[src/rtl/result_pack_stage.sv]
// Packs pairs of qualified 16-bit results into 32-bit words and buffers them in a
// first-word-fall-through FIFO feeding a valid/ready stream, with drop accounting.
module result_pack_stage #(
    parameter int unsigned DEPTH     = 4,
    parameter bit          SKIP_ZERO = 1'b1,
    parameter int unsigned CNT_W     = 16
) (
    input  logic             clk,
    input  logic             rst_n,
    input  logic             in_valid,
    input  logic [15:0]      result_in,
    input  logic             status_in,
    input  logic             flush,
    input  logic             clr_stats,
    input  logic             out_ready,
    output logic             out_valid,
    output logic [31:0]      out_data,
    output logic [1:0]       out_keep,
    output logic             out_last,
    output logic [CNT_W-1:0] drop_cnt,
    output logic [CNT_W-1:0] word_cnt,
    output logic             overflow_sticky
);

    localparam int unsigned AW = $clog2(DEPTH);
    localparam logic [AW:0] PtrOne = 1;
    localparam logic [CNT_W-1:0] CntOne = 1;

    typedef enum logic [0:0] {StIdle, StHalf} state_e;

    state_e state_q, state_d;
    logic [15:0] low_q;

    logic        accepted;
    logic        push;
    logic [31:0] push_data;
    logic [1:0]  push_keep;
    logic        push_last;
    logic        load_low;

    logic [AW:0] wr_ptr_q, rd_ptr_q;
    logic [31:0] mem_data [DEPTH];
    logic [1:0]  mem_keep [DEPTH];
    logic        mem_last [DEPTH];
    logic        empty, full, pop, push_ok, drop;

    logic [CNT_W-1:0] drop_cnt_q, word_cnt_q;
    logic             sticky_q;

    assign accepted = in_valid && (!SKIP_ZERO || status_in);

    // Pack FSM: state register
    always_ff @(posedge clk or negedge rst_n) begin
        if (!rst_n) begin
            state_q <= StIdle;
        end else begin
            state_q <= state_d;
        end
    end

    // Pack FSM: next state
    always_comb begin
        state_d = state_q;
        unique case (state_q)
            StIdle: if (accepted && !flush) state_d = StHalf;
            StHalf: if (accepted || flush) state_d = StIdle;
            default: state_d = StIdle;
        endcase
    end

    // Pack FSM: push word formation
    always_comb begin
        push      = 1'b0;
        push_data = 32'h0;
        push_keep = 2'b00;
        push_last = 1'b0;
        load_low  = 1'b0;
        unique case (state_q)
            StIdle: begin
                if (accepted && flush) begin
                    push      = 1'b1;
                    push_data = {16'h0, result_in};
                    push_keep = 2'b01;
                    push_last = 1'b1;
                end else if (accepted) begin
                    load_low = 1'b1;
                end
            end
            StHalf: begin
                if (accepted) begin
                    push      = 1'b1;
                    push_data = {result_in, low_q};
                    push_keep = 2'b11;
                    push_last = flush;
                end else if (flush) begin
                    push      = 1'b1;
                    push_data = {16'h0, low_q};
                    push_keep = 2'b01;
                    push_last = 1'b1;
                end
            end
            default: ;
        endcase
    end

    always_ff @(posedge clk or negedge rst_n) begin
        if (!rst_n) begin
            low_q <= 16'h0;
        end else if (load_low) begin
            low_q <= result_in;
        end
    end

    // Extra pointer MSB distinguishes full from empty when the indices match
    assign empty   = (wr_ptr_q == rd_ptr_q);
    assign full    = (wr_ptr_q[AW] != rd_ptr_q[AW]) && (wr_ptr_q[AW-1:0] == rd_ptr_q[AW-1:0]);
    assign pop     = !empty && out_ready;
    assign push_ok = push && (!full || pop);
    assign drop    = push && full && !pop;

    always_ff @(posedge clk or negedge rst_n) begin
        if (!rst_n) begin
            wr_ptr_q <= '0;
            rd_ptr_q <= '0;
        end else begin
            if (push_ok) wr_ptr_q <= wr_ptr_q + PtrOne;
            if (pop)     rd_ptr_q <= rd_ptr_q + PtrOne;
        end
    end

    always_ff @(posedge clk) begin
        if (push_ok) begin
            mem_data[wr_ptr_q[AW-1:0]] <= push_data;
            mem_keep[wr_ptr_q[AW-1:0]] <= push_keep;
            mem_last[wr_ptr_q[AW-1:0]] <= push_last;
        end
    end

    // Head fields are gated so stale storage never shows while the FIFO is empty
    assign out_valid = !empty;
    assign out_data  = empty ? 32'h0 : mem_data[rd_ptr_q[AW-1:0]];
    assign out_keep  = empty ? 2'b00 : mem_keep[rd_ptr_q[AW-1:0]];
    assign out_last  = empty ? 1'b0  : mem_last[rd_ptr_q[AW-1:0]];

    always_ff @(posedge clk or negedge rst_n) begin
        if (!rst_n) begin
            drop_cnt_q <= '0;
            word_cnt_q <= '0;
            sticky_q   <= 1'b0;
        end else if (clr_stats) begin
            drop_cnt_q <= '0;
            word_cnt_q <= '0;
            sticky_q   <= 1'b0;
        end else begin
            if (push_ok) word_cnt_q <= word_cnt_q + CntOne;
            if (drop && (drop_cnt_q != '1)) drop_cnt_q <= drop_cnt_q + CntOne;
            if (drop) sticky_q <= 1'b1;
        end
    end

    assign drop_cnt        = drop_cnt_q;
    assign word_cnt        = word_cnt_q;
    assign overflow_sticky = sticky_q;

endmodule

[config.mk]
export PLATFORM = sky130hd
export DESIGN_NAME = result_pack_stage
export DESIGN_NICKNAME = d
export VERILOG_FILES = /design/src/rtl/result_pack_stage.sv
export SDC_FILE = /design/constraint.sdc
export NUM_CORES = 1
export LEC_CHECK = 0
export ABC_AREA = 1
export CAP_MARGIN = 20
export CORE_MARGIN = 8
export CORE_UTILIZATION = 30
export DETAILED_ROUTE_END_ITERATION = 10
export SYNTH_ARGS = -nofsm -noshare
export SYNTH_HDL_FRONTEND = slang
export SYNTH_SLANG_ARGS = --single-unit
[constraint.sdc]
create_clock -name clk -period 4.2 [get_ports clk]
set_input_delay 1.05 -clock clk [delete_from_list [all_inputs] [get_ports clk]]
set_output_delay 1.05 -clock clk [all_outputs]
set_load 0.02 [all_outputs]
# ---- After elaboration in Yosys (flattened, before gate mapping)
# Memory sizes are Yosys's and may differ from the RTL's.
# Cells that the tools add are included.
dict set report classes {
  n_addsub 4
  eq_ne 4
  n_mux 31
  bitwise 1
  n_reduce_logical 18
}
# cell count
set op_table {}
lappend op_table {{two-way mux 16 bit} 6}
lappend op_table {{two-way mux 32 bit} 2}
lappend op_table {{one-hot mux 32 bit (2 select lines)} 1}
lappend op_table {{adder 16 x 1 -> 16 bit, second input constant} 2}
lappend op_table {{two-way mux 1 bit} 16}
lappend op_table {{!= test 16 bit, second input constant} 1}
lappend op_table {{logical AND 1 bit} 9}
lappend op_table {{adder 3 x 1 -> 3 bit, second input constant} 2}
lappend op_table {{one-hot mux 1 bit (2 select lines)} 3}
lappend op_table {{nonzero test 2 bit} 3}
lappend op_table {{logical NOT 1 bit} 4}
lappend op_table {{two-way mux 2 bit} 2}
lappend op_table {{one-hot mux 2 bit (2 select lines)} 1}
lappend op_table {{equality test 3 bit} 1}
lappend op_table {{equality test 2 bit} 1}
lappend op_table {{logical OR 1 bit} 2}
lappend op_table {{!= test 1 bit} 1}
lappend op_table {{inverter 1 bit} 1}
dict set report totals {
  reg_bits 56
  mem_bits_rw 140
  input_bits 23
  mem_count 3
}
# name words width rd rd_ports_with_merged_regs wr line
set mem_list {}
lappend mem_list {mem_data 4 32 1 0 1 42} ;# logic [31:0] mem_data [DEPTH];
lappend mem_list {mem_keep 4 2 1 0 1 43} ;# logic [1:0] mem_keep [DEPTH];
lappend mem_list {mem_last 4 1 1 0 1 44} ;# logic mem_last [DEPTH];

# ---- Depth between registers and ports, before layout
# Gate-level depths: netlist of run 1.
dict set report depth {
  ltp_word 9
  ltp_mapped 11
  mapped_depth_nobuf 10
}

# ---- Worst setup path after synthesis of run 1
# OpenSTA, ideal clock, no wires.
dict set report synth_timing {
  kind {input-to-reg}
  startpoint {in flush}
  endpoint {mem mem_data[3][0], enable pin}
  setup_time_ps 429
  t_arrival_ps 3055
  required_ps 3771
  path_slack_ps 717
  stages 6
  path_cell_list {nand3_1 > nand2_1 > nor2_4 > inv_2 > o21ai_2 > nor2_1}
}
dict set report synth_between {
  elab_chain_len 6
  elab_cells_between_ends 8
  cone_classes {6 x mux; 2 x reduce/logical}
}
# item line
set synth_rtl {}
lappend synth_rtl {{start, declared} 13} ;# input logic flush,
lappend synth_rtl {{two-way mux 1 bit or logical AND 1 bit (tied branches)} {95, 80}}
lappend synth_rtl {{two-way mux 1 bit, on equally long branches} {90, 80}}
lappend synth_rtl {{one-hot mux 1 bit (2 select lines) *} 78} ;# unique case (state_q)
lappend synth_rtl {{logical AND 1 bit *} 118} ;# assign push_ok = push && (!full || pop);
lappend synth_rtl {{two-way mux 1 bit *} 132} ;# if (push_ok) begin
lappend synth_rtl {{two-way mux 1 bit (implied by the code) *} 133} ;# mem_data[wr_ptr_q[AW-1:0]] <= push_data;
lappend synth_rtl {{end, declared} 42}
# Every way passes the cells marked *; elsewhere a longest branch is shown, timed or not.

# ---- Worst setup path after layout of run 1
dict set report layout_timing {
  startpoint {reg rd_ptr_q[1]}
  endpoint {out out_data[25]}
}
dict set report layout_between {
  elab_chain_len 2
  elab_cells_between_ends 3
  cone_classes {1 x eq/ne; 1 x mux; 1 x memory}
}
# item line
set layout_rtl {}
lappend layout_rtl {{start, declared} 41} ;# logic [AW:0] wr_ptr_q, rd_ptr_q;
lappend layout_rtl {{start signal, assigned} 127} ;# if (pop) rd_ptr_q <= rd_ptr_q + PtrOne;
lappend layout_rtl {{memory (4 x 32 bit) or equality test 3 bit (tied branches)} --}
lappend layout_rtl {{two-way mux 32 bit *} 141} ;# assign out_data = empty ? 32'h0 : mem_data[rd_ptr_q[AW-1:0]];
lappend layout_rtl {{end, declared} 17} ;# output logic [31:0] out_data,
# Marked as above.

==> results of run 1 <==
==> routing by layer <==
layer,vias to the layer above,part of all wire,track usage
li1,3147,-,-
met1,3073,0.47,0.163
met2,142,0.47,0.199
met3,15,0.049,0.0320
met4,2,0.0093,0.0301
met5,-,0.00060,0
==> kinds of logic after synthesis <==
family	count (synthesis)
and+or+nand+nor	376
DFF	196
AOI/OAI and AO/OA	158
buffers and inverters	135
xor gates and xnor gates	18
adders and majority gates	7
==> sequential cells by signal, indices dropped and copies added (netlist names) <==
signal,count
mem_data,128
drop_cnt,16
low_q,16
word_cnt,16
mem_keep,8
mem_last,4
rd_ptr_q,3
wr_ptr_q,3
overflow_sticky,1
state_q,1
==> layout make-up <==
| class | count | area share |
|---|---|---|
| Inverter | 96 | 0.0345 |
| Timing Repair Buffer | 103 | 0.0950 |
| Clock inverter | 15 | 0.0167 |
| Clock buffer | 17 | 0.0391 |
| Multi-Input combinational cell | 559 | 0.255 |
| Sequential cell | 196 | 0.515 |
| Tap cell | 390 | 0.0448 |
==> power by group through the flow <==
stage | combinational, mW | clock, mW | sequential (mW)
3_5_place_dp | 2.65 | 0 | 2.42
4_1_cts | 2.66 | 1.66 | 2.38
3_3_place_gp | 2.63 | 0 | 2.42
2_1_floorplan | 1.55 | 0 | 2.41
5_1_grt | 2.86 | 1.74 | 2.40
6_report | 2.58 | 1.63 | 2.38
==> layout by cell type, fill, tap and decap left out, types with 2 or more instances in the layout <==
cell and instances:
clkinv_8 5, o21ai_0 104, clkdlybuf4s50_1 90, o22ai_1 35, nor2_8 2, nand2_2 3, nor2_2 2, inv_1 90
nor2_1 120, clkinvlp_4 2, xor2_1 16, nand3_1 40, o21bai_1 2, nand3_4 2, nand4_1 13, a21oi_1 5
dfrtp_1 55, nand2_1 176, inv_2 2, inv_8 4, buf_4 9, inv_6 4, clkbuf_16 17, or2_2 2
nor2_4 8, edfxtp_1 140, buf_12 3, xnor2_1 2, nand3_2 6, ha_1 7, o21ai_2 2, o21ai_1 9
==> Yosys cell counts (all sizes together) <==
master	instances
a21o	1
a21oi	5
buf	13
clkbuf	26
clkinv	1
dfrtp	56
edfxtp	140
ha	7
inv	95
nand2	180
nand3	48
nand4	13
nor2	132
nor3	1
o21ai	115
o21bai	2
o22ai	35
or2	2
xnor2	2
xor2	16
==> stage by stage <==
| stage | power, mW | util | cells | setup slack [ns] |
|---|---|---|---|---|
| 4_1_cts | 6.70 | 0.369 | 1376 | 0.201 |
| 3_5_place_dp | 5.07 | 0.349 | 1344 | 0.663 |
| 3_3_place_gp | 5.05 | 0.349 | 1344 | 0.706 |
| 5_1_grt | 7.00 | 0.369 | 1376 | 0.0931 |
| 6_report | 6.59 | 0.369 | 1376 | 0.285 |
| 2_1_floorplan | 3.96 | - | 890 | 0.717 |
==> worst max path at each step <==
stage	startpoint	to	cells after the start
after floorplan	flush	mem_data[3][0]$_DFFE_PP_	6
after global placement	in_valid	mem_data[2][3]$_DFFE_PP_	8
after detailed placement	status_in	mem_data[2][2]$_DFFE_PP_	8
after CTS	rd_ptr_q[1]$_DFFE_PN0P_	out_data[29]	8
after global routing	rd_ptr_q[1]$_DFFE_PN0P_	out_data[27]	8
final	rd_ptr_q[1]$_DFFE_PN0P_	out_data[25]	8
==> worst register-to-register path: cells and delay by family (launching register included) <==
kind                   cells  cell delay, ns
flip-flops                 1            0.45
AO/OA/AOI/OAI              1            0.17
AND/OR/NAND/NOR            3            0.83
buffers and inverters      3            0.58
==> reports/summary.json, run 1 <==
{
  "run_status": {
    "run_status": "finished, final reports clean"
  },
  "global_routing": {
    "grt_antenna_before_repair": 1,
    "grt_pass1_wl_mm": 35.0,
    "number_of_global_route_vias_before_repair": 6332,
    "globalRoute.totalOverflow": 0,
    "grt_start_max_net_pins": 72,
    "grt_util_all_layers": 0.123
  },
  "setup_path": {
    "timing.critical_path.from_type": "register",
    "regToRegStartpoint": "state_q$_DFF_PN0_",
    "cp-end-kind": "output pin",
    "crit_slowest_cell": "nand3_2",
    "cp_data_required_time_ns": 3.15,
    "crit_path_buffers_inverters": 4,
    "slowest_delay_ns": 0.53,
    "timing.critical_path.mode_cell": "nand2_1",
    "timing.critical_path.max_delay_family": "buffers and inverters",
    "rrSetupSlack_ns": 1.89,
    "reg2regPathDepth": 7,
    "worst_ep_arrival_time_ns": 2.86,
    "timing.critical_path.cells": "inv_8, nand2_1, nand2_1, nand3_2, buf_4, nand2_1, inv_1, clkdlybuf4s50_1",
    "criticalPathCategory": "reg2out",
    "critPathMaxFanout": 37,
    "reg2reg_to": "mem_keep[1][1]$_DFFE_PP_"
  },
  "synthesis": {
    "yosys_register_bits": 196,
    "fraction_of_the_yosys_area_taken_by_sequential_cells": 0.628,
    "syn-instance-count": 890,
    "post_synth_and_or_nand_nor_area_fraction": 0.184,
    "synth_cell_area_mm2": 0.00892,
    "synth_compound_area_frac": 0.0952,
    "total_of_warnings_raised_by_yosys": 0,
    "synth-adder-area-share": 0.00982,
    "post_synth_num_cell_types": 36,
    "top_post_synthesis_cells_by_area": "edfxtp_1, dfrtp_1, nand2_1",
    "yosys.area_share.xor_xnor": 0.0177,
    "synthDominantAreaCellType": "edfxtp_1",
    "synthDominantCellAreaShare": 0.471,
    "post_synth.cell_area_avg_um2": 10.0,
    "dominant_combinational_cell_family_by_area_after_synthesis": "simple AND/OR/NAND/NOR gates",
    "postSynthNetCount": 920,
    "synth.area.mux_share": 0
  },
  "power": {
    "cellInternalPower_mw": 4.06,
    "p_comb_frac": 0.392,
    "p_sw_mw": 2.53,
    "fraction_of_power_consumed_by_the_clock_network": 0.247,
    "p_seq_frac": 0.361,
    "vdd.ir_drop.worst_mv": 0.280,
    "total_leakage_power_nw": 4.36,
    "power_density_mw_per_mm2": 606,
    "switching_share": 0.383
  },
  "cts": {
    "clock_tree_from_tritoncts": "built",
    "cts-root-to-sink-buffers": 2,
    "clock_latency_ns": 0.43,
    "clk_pin_slew_worst_paths_ns": 0.07,
    "clock-sinks": 196,
    "htreeDepth": 4,
    "cts_inserted_buffers": 17,
    "ctsHoldBuffers": 0,
    "post_cts.repair.setup_buffers": 0,
    "cts.repair.resized": 0,
    "ctsRootBufferMaster": "clkbuf_16"
  },
  "die": {
    "core.rowCount": 63,
    "starting_density": 0.303,
    "die_h_um": 188,
    "fp.coreArea_mm2": 0.0295,
    "die-area_mm2": 0.0355,
    "die_w_um": 188,
    "pin_count": 92
  },
  "sta": {
    "tightestPinTransition_ns": 0.745,
    "clock-skew-final_ns": 0.0139,
    "finalMaxSlewViolations": 0,
    "finalHoldViolCount": 0,
    "rsz_0062_raised_after_global_routing": "no",
    "hold_ws_ns": 0.490,
    "setup_viol": 0,
    "final_tns_setup_ns": 0,
    "layout_min_cycle_time_ns": 3.91,
    "maxClockFrequency_ghz": 0.255,
    "final.period_utilization": 0.932,
    "headroom_to_the_max_slew_limit": 0.503
  },
  "drt": {
    "routed_wl_mm": 21.6,
    "dr.pass1.iters": 4,
    "first_iter_violations": 421,
    "detail_route.drc_violations": 0,
    "viasPerCell": 4.64,
    "ant_nets": 0,
    "routedWlPerCell_um": 15.7,
    "vias": 6379
  },
  "cells_and_area": {
    "stdcell_area_mm2": 0.0109,
    "final_layout_size_suffix_gt1_frac": 0.0801,
    "multi_input_area_mm2": 0.00277,
    "final-seq-area_mm2": 0.00561,
    "fillCellCount": 2915,
    "finish.net_count": 1003,
    "syn2layout_area_growth_pct": 22.0,
    "insertedDiodeCount": 0
  },
  "min_path": {
    "hold-path-endpoint": "low_q[12]$_DFFE_PN0P_",
    "hold_path_depth": 2,
    "hold_path_class": "reg2reg",
    "timing.hold.worst.start": "low_q[12]$_DFFE_PN0P_"
  },
  "job": {
    "drv_cap": 0
  },
  "placed_design": {
    "post_dp_hpwl_mm": 14.1,
    "io_buffers": 91,
    "postPlaceCellArea_mm2": 0.0103,
    "routabilityCongestion": 0.806
  }
}
(Power assumes the default switching activity.)
==> inputs of run 2 (changes only) <==
==> constraint.sdc (replaced) <==
create_clock -name clk -period 4.9 [get_ports clk]
set_input_delay 1.225 -clock clk [delete_from_list [all_inputs] [get_ports clk]]
set_output_delay 1.225 -clock clk [all_outputs]
set_load 0.02 [all_outputs]
==> run 2 against run 1 <==
Compared with the run above:
- power decreased by 16%
- clock skew increased by 0.0013 ns
- setup slack improved by 0.34 ns
- clock-buffer cell count increased by 4
- die area unchanged
- critical path depth unchanged
- clock power decreased by 20%
- critical path type unchanged
- largest power group unchanged
==> reports/summary.json, run 2 (same netlist as run 1, synthesis figures left out) <==
{
  "cts": {
    "cts_inserted_buffers": 17,
    "ctsHoldBuffers": 0,
    "htreeDepth": 4,
    "post_cts.repair.setup_buffers": 0,
    "clk_pin_slew_worst_paths_ns": 0.07,
    "clock_tree_from_tritoncts": "built",
    "clock_latency_ns": 0.44,
    "cts.repair.resized": 0,
    "clock-sinks": 196,
    "cts-root-to-sink-buffers": 2,
    "ctsRootBufferMaster": "clkbuf_16"
  },
  "die": {
    "pin_count": 92,
    "core.rowCount": 63,
    "die_h_um": 188,
    "starting_density": 0.303,
    "die-area_mm2": 0.0355,
    "fp.coreArea_mm2": 0.0295,
    "die_w_um": 188
  },
  "cells_and_area": {
    "final_core_util": 0.366,
    "largest_register_ffs": 128,
    "syn2layout_area_growth_pct": 21.1,
    "finish.net_count": 1003,
    "insertedDiodeCount": 0,
    "leading_cell_types_in_the_layout_fill_and_taps_excluded": "nand2_1, edfxtp_1, nor2_1, o21ai_0",
    "final_layout_size_suffix_gt1_frac": 0.0761,
    "mostFrequentLayoutCell": "nand2_1"
  },
  "drt": {
    "wl_met1_mm": 10.0,
    "detailed_route_wirelength_on_metal3_mm": 1.30,
    "detail_route.drc_violations": 0,
    "viasPerCell": 4.69,
    "vias": 6458,
    "ant_nets": 0,
    "dr.pass1.iters": 5,
    "first_iter_violations": 473,
    "met2_wire_length_mm": 10.7,
    "highest_layer": "met5",
    "routed_wl_mm": 22.2,
    "routedWlPerCell_um": 16.1
  },
  "min_path": {
    "hold_path_class": "reg2reg",
    "hold_path_depth": 2
  },
  "global_routing": {
    "grt_antenna_before_repair": 1,
    "grt_start_max_net_pins": 72,
    "grt_util_all_layers": 0.127,
    "globalRoute.totalOverflow": 0,
    "grt_pass1_wl_mm": 35.8,
    "number_of_global_route_vias_before_repair": 6483
  },
  "setup_path": {
    "timing.critical_path.from_type": "register",
    "cp_data_required_time_ns": 3.67,
    "timing.critical_path.cells": "inv_8, nand2_1, nand2_1, nand3_2, buf_4, nand2_1, inv_1, clkdlybuf4s50_1",
    "cp-end-kind": "output pin",
    "crit_slowest_cell": "dfrtp_1",
    "timing.critical_path.mode_cell": "nand2_1",
    "criticalPathCategory": "reg2out",
    "critPathMaxFanout": 37,
    "worst_ep_arrival_time_ns": 3.05,
    "slowest_delay_ns": 0.61,
    "reg2regPathDepth": 7
  },
  "sta": {
    "finalHoldViolCount": 0,
    "tightestPinTransition_ns": 0.765,
    "headroom_to_the_max_slew_limit": 0.490,
    "finalMaxSlewViolations": 0,
    "setup_viol": 0,
    "layout_min_cycle_time_ns": 4.27,
    "hold_ws_ns": 0.489,
    "finalWorstSetupSlack_ns": 0.627,
    "maxClockFrequency_ghz": 0.234,
    "rsz_0062_raised_after_global_routing": "no",
    "final.period_utilization": 0.872,
    "final_tns_setup_ns": 0,
    "clock-skew-final_ns": 0.0151
  },
  "power": {
    "p_seq_frac": 0.374,
    "fraction_of_power_consumed_by_the_clock_network": 0.233,
    "cellInternalPower_mw": 3.45,
    "vdd.ir_drop.worst_mv": 0.178,
    "p_comb_frac": 0.393,
    "power_density_mw_per_mm2": 516,
    "p_sw_mw": 2.12,
    "switching_share": 0.380,
    "total_leakage_power_nw": 4.33
  },
  "placed_design": {
    "place_worst_setup_slack_ns": 1.03,
    "routabilityCongestion": 0.795,
    "io_buffers": 91,
    "post_dp_hpwl_mm": 14.5
  },
  "run_status": {
    "run_status": "finished, final reports clean"
  },
  "job": {
    "drv_cap": 0
  }
}
==> run 2: worst max-delay path, delay by kind of cell, from the launching register on <==
kind | cells | cell delay [ns]
DFF | 1 | 0.61
and+or+nand+nor | 4 | 0.71
buffers and inverters | 4 | 1.28
==> run 2: routing by layer <==
layer  vias up  track usage
li1       3150            -
met1      3139        0.163
met2       156        0.210
met3        11       0.0351
met4         2       0.0277
met5         -            0
==> run 2: worst paths after layout <==
check                                        start  slack, ns                       end
max                        rd_ptr_q[1]$_DFFE_PN0P_       0.63               out_data[7]
min                          low_q[15]$_DFFE_PN0P_       0.49     low_q[15]$_DFFE_PN0P_
max reg2reg                rd_ptr_q[1]$_DFFE_PN0P_       2.25  mem_data[3][6]$_DFFE_PP_
min reg2reg                  low_q[15]$_DFFE_PN0P_       0.49     low_q[15]$_DFFE_PN0P_
max in group asynchronous                    rst_n       3.15   rd_ptr_q[0]$_DFFE_PN0P_
min in group asynchronous                    rst_n       0.85  drop_cnt[10]$_DFFE_PN0P_
==> run 2: area by class of cell <==
| cell class | count | area (um^2) |
|---|---|---|
| Fill cell | 2940 | 18700 |
| Sequential cell | 196 | 5610 |
| Inverter | 96 | 375 |
| Clock inverter | 11 | 95.1 |
| Timing Repair Buffer | 103 | 1020 |
| Multi-Input combinational cell | 559 | 2770 |
| Clock buffer | 21 | 440 |
| Tap cell | 390 | 488 |
==> run 2: metrics by stage <==
stage / cells / power (mW) / area (um^2)
floorplan: 890 / 3.39 / 8920
global placement: 1344 / 4.33 / 10300
detailed placement: 1344 / 4.35 / 10300
CTS: 1376 / 5.65 / 10800
global route: 1376 / 5.91 / 10800
finish: 1376 / 5.57 / 10800
==> run 2: power groups by stage <==
stage	logic (mW)	registers [mW]	clock network (mW)
after floorplan	1.33	2.06	0
after global placement	2.22	2.11	0
after detailed placement	2.23	2.12	0
after CTS	2.24	2.08	1.33
after global routing	2.42	2.10	1.39
final	2.19	2.08	1.30
==> inputs of run 3 (changes only) <==
--- a/config.mk
+++ b/config.mk
@@ -10,6 +10,7 @@
 export CORE_MARGIN = 8
 export CORE_UTILIZATION = 30
 export DETAILED_ROUTE_END_ITERATION = 10
+export REMOVE_ABC_BUFFERS = 1
 export SYNTH_ARGS = -nofsm -noshare
 export SYNTH_HDL_FRONTEND = slang
 export SYNTH_SLANG_ARGS = --single-unit
==> run 3 against run 2 <==
Compared with the run above:
- wire length decreased by 3.6%
- register-to-register slack better by 0.07 ns
- fmax down 6.2%
- global-route usage is 0.49 points lower
- non-clock buffer count decreased by 1
- flip-flop and latch count unchanged
- combinational power about the same
- clock-buffer cell count decreased by 3
- cell count is essentially flat
- sequential share of layout area decreased by 0.23 points
- core utilization rose by 0.16 points
- first-iteration DRC count fell by 1.1%
- critical endpoint is now out_data[6]
==> reports/summary.json, run 3 (same netlist as run 1, synthesis figures left out) <==
{
  "power": {
    "total_leakage_power_nw": 4.36,
    "vdd.ir_drop.worst_mv": 0.193,
    "p_comb_frac": 0.382,
    "power_density_mw_per_mm2": 522,
    "switching_share": 0.372,
    "p_total_mw": 5.67,
    "p_seq_frac": 0.361,
    "fraction_of_power_consumed_by_the_clock_network": 0.256,
    "p_sw_mw": 2.11,
    "cellInternalPower_mw": 3.56
  },
  "placed_design": {
    "routabilityCongestion": 0.786,
    "io_buffers": 91,
    "post_dp_hpwl_mm": 13.2,
    "place_worst_setup_slack_ns": 0.711
  },
  "sta": {
    "headroom_to_the_max_slew_limit": 0.355,
    "tightestPinTransition_ns": 0.967,
    "maxClockFrequency_ghz": 0.219,
    "layout_min_cycle_time_ns": 4.56,
    "hold_ws_ns": 0.490,
    "finalHoldViolCount": 0,
    "finalWorstSetupSlack_ns": 0.343,
    "finalMaxSlewViolations": 0,
    "final_tns_setup_ns": 0,
    "setup_viol": 0,
    "final.period_utilization": 0.930,
    "rsz_0062_raised_after_global_routing": "no",
    "clock-skew-final_ns": 0.0182
  },
  "setup_path": {
    "rrSetupSlack_ns": 2.32,
    "slowest_delay_ns": 0.59,
    "critPathMaxFanout": 72,
    "cp-end-kind": "output pin",
    "crit_path_buffers_inverters": 4,
    "timing.critical_path.max_delay_family": "buffers and inverters",
    "cp_data_required_time_ns": 3.67,
    "crit_slowest_cell": "buf_4",
    "criticalPathCategory": "reg2out",
    "timing.critical_path.cells": "buf_4, nand2_1, nand2_2, nand3_2, buf_4, nand2_1, inv_1, clkdlybuf4s50_1",
    "worst_ep_arrival_time_ns": 3.33,
    "timing.critical_path.from_type": "register"
  },
  "min_path": {
    "hold_path_class": "reg2reg"
  },
  "cells_and_area": {
    "largest_register_ffs": 128,
    "finish.net_count": 1002,
    "syn2layout_area_growth_pct": 21.6,
    "final_core_util": 0.368,
    "final_layout_size_suffix_gt1_frac": 0.0782,
    "insertedDiodeCount": 0,
    "leading_cell_types_in_the_layout_fill_and_taps_excluded": "nand2_1, edfxtp_1, nor2_1, o21ai_0",
    "fillCellCount": 2941,
    "mostFrequentLayoutCell": "nand2_1"
  },
  "global_routing": {
    "grt_pass1_wl_mm": 34.7,
    "globalRoute.totalOverflow": 0,
    "grt_util_all_layers": 0.122,
    "grt_antenna_before_repair": 1,
    "number_of_global_route_vias_before_repair": 6374,
    "grt_start_max_net_pins": 73
  },
  "drt": {
    "viasPerCell": 4.66,
    "routed_wl_mm": 21.4,
    "routedWlPerCell_um": 15.6,
    "first_iter_violations": 468,
    "ant_nets": 0,
    "dr.pass1.iters": 5,
    "detail_route.drc_violations": 0,
    "vias": 6413
  },
  "job": {
    "drv_cap": 0
  },
  "die": {
    "die_h_um": 188,
    "starting_density": 0.303,
    "fp.coreArea_mm2": 0.0295,
    "die_w_um": 188,
    "die-area_mm2": 0.0355,
    "pin_count": 92,
    "core.rowCount": 63
  },
  "cts": {
    "htreeDepth": 4,
    "post_cts.repair.setup_buffers": 0,
    "cts_inserted_buffers": 17,
    "clock_latency_ns": 0.44,
    "cts.repair.resized": 0,
    "clock-sinks": 196,
    "ctsRootBufferMaster": "clkbuf_16",
    "cts-root-to-sink-buffers": 2,
    "clk_pin_slew_worst_paths_ns": 0.08,
    "clock_tree_from_tritoncts": "built",
    "ctsHoldBuffers": 0
  },
  "run_status": {
    "run_status": "finished, final reports clean"
  }
}
-- run 3: changes by cell type in the layout (fill, tap and decap cells not counted), sizes merged --
cell / delta
clkbuf: -3
bufinv: +2
buf: -1
clkinv: -1
clkinvlp: +1
inv: +1
-- run 3: area by class of cell --
type,count,area [um^2],area share
Multi-Input combinational cell,559,2770,0.256
Timing Repair Buffer,102,988,0.0911
Inverter,96,375,0.0346
Tap cell,390,488,0.0450
Clock buffer,18,429,0.0396
Clock inverter,14,186,0.0172
Sequential cell,196,5610,0.517
-- run 3: worst paths after layout --
kind | startpoint | cells after the start | to
max | rd_ptr_q[0]$_DFFE_PN0P_ | 8 | out_data[6]
min in group asynchronous | rst_n | 1 | drop_cnt[10]$_DFFE_PN0P_
max in group asynchronous | rst_n | 2 | word_cnt[7]$_DFFE_PN0P_
min | low_q[0]$_DFFE_PN0P_ | 2 | low_q[0]$_DFFE_PN0P_
min reg2reg | low_q[0]$_DFFE_PN0P_ | 2 | low_q[0]$_DFFE_PN0P_
max reg2reg | rd_ptr_q[0]$_DFFE_PN0P_ | 7 | mem_data[0][22]$_DFFE_PP_
-- run 3: worst reg2reg max path, stage by stage, from the launching register on --
cell	delay (ns)
dfrtp_2	0.40
buf_4	0.59
nand2_1	0.17
nand2_2	0.12
nand2_2	0.10
o21ai_2	0.42
nor2_4	0.15
buf_4	0.32
-- run 3: power groups by stage --
stage               registers [mW]  logic [mW]  clock network, mW
global placement              2.08        2.20                  0
finish                        2.05        2.17               1.45
floorplan                     2.14        1.17                  0
CTS                           2.05        2.22               1.49
detailed placement            2.08        2.21                  0
global route                  2.07        2.41               1.56
-- run 3: stage by stage --
step | instances | cell area (um^2)
2_1_floorplan | 851 | 8720
3_3_place_gp | 1343 | 10200
3_5_place_dp | 1343 | 10200
4_1_cts | 1375 | 10800
5_1_grt | 1375 | 10800
6_report | 1375 | 10800
-- run 3: metal layers --
layer  share of wire  vias to the layer above  track usage
met5         0.00061                        -            0
met4          0.0088                        2       0.0271
met3           0.055                       16       0.0357
met2            0.48                      136        0.204
met1            0.46                     3112        0.154
li1                -                     3147            -
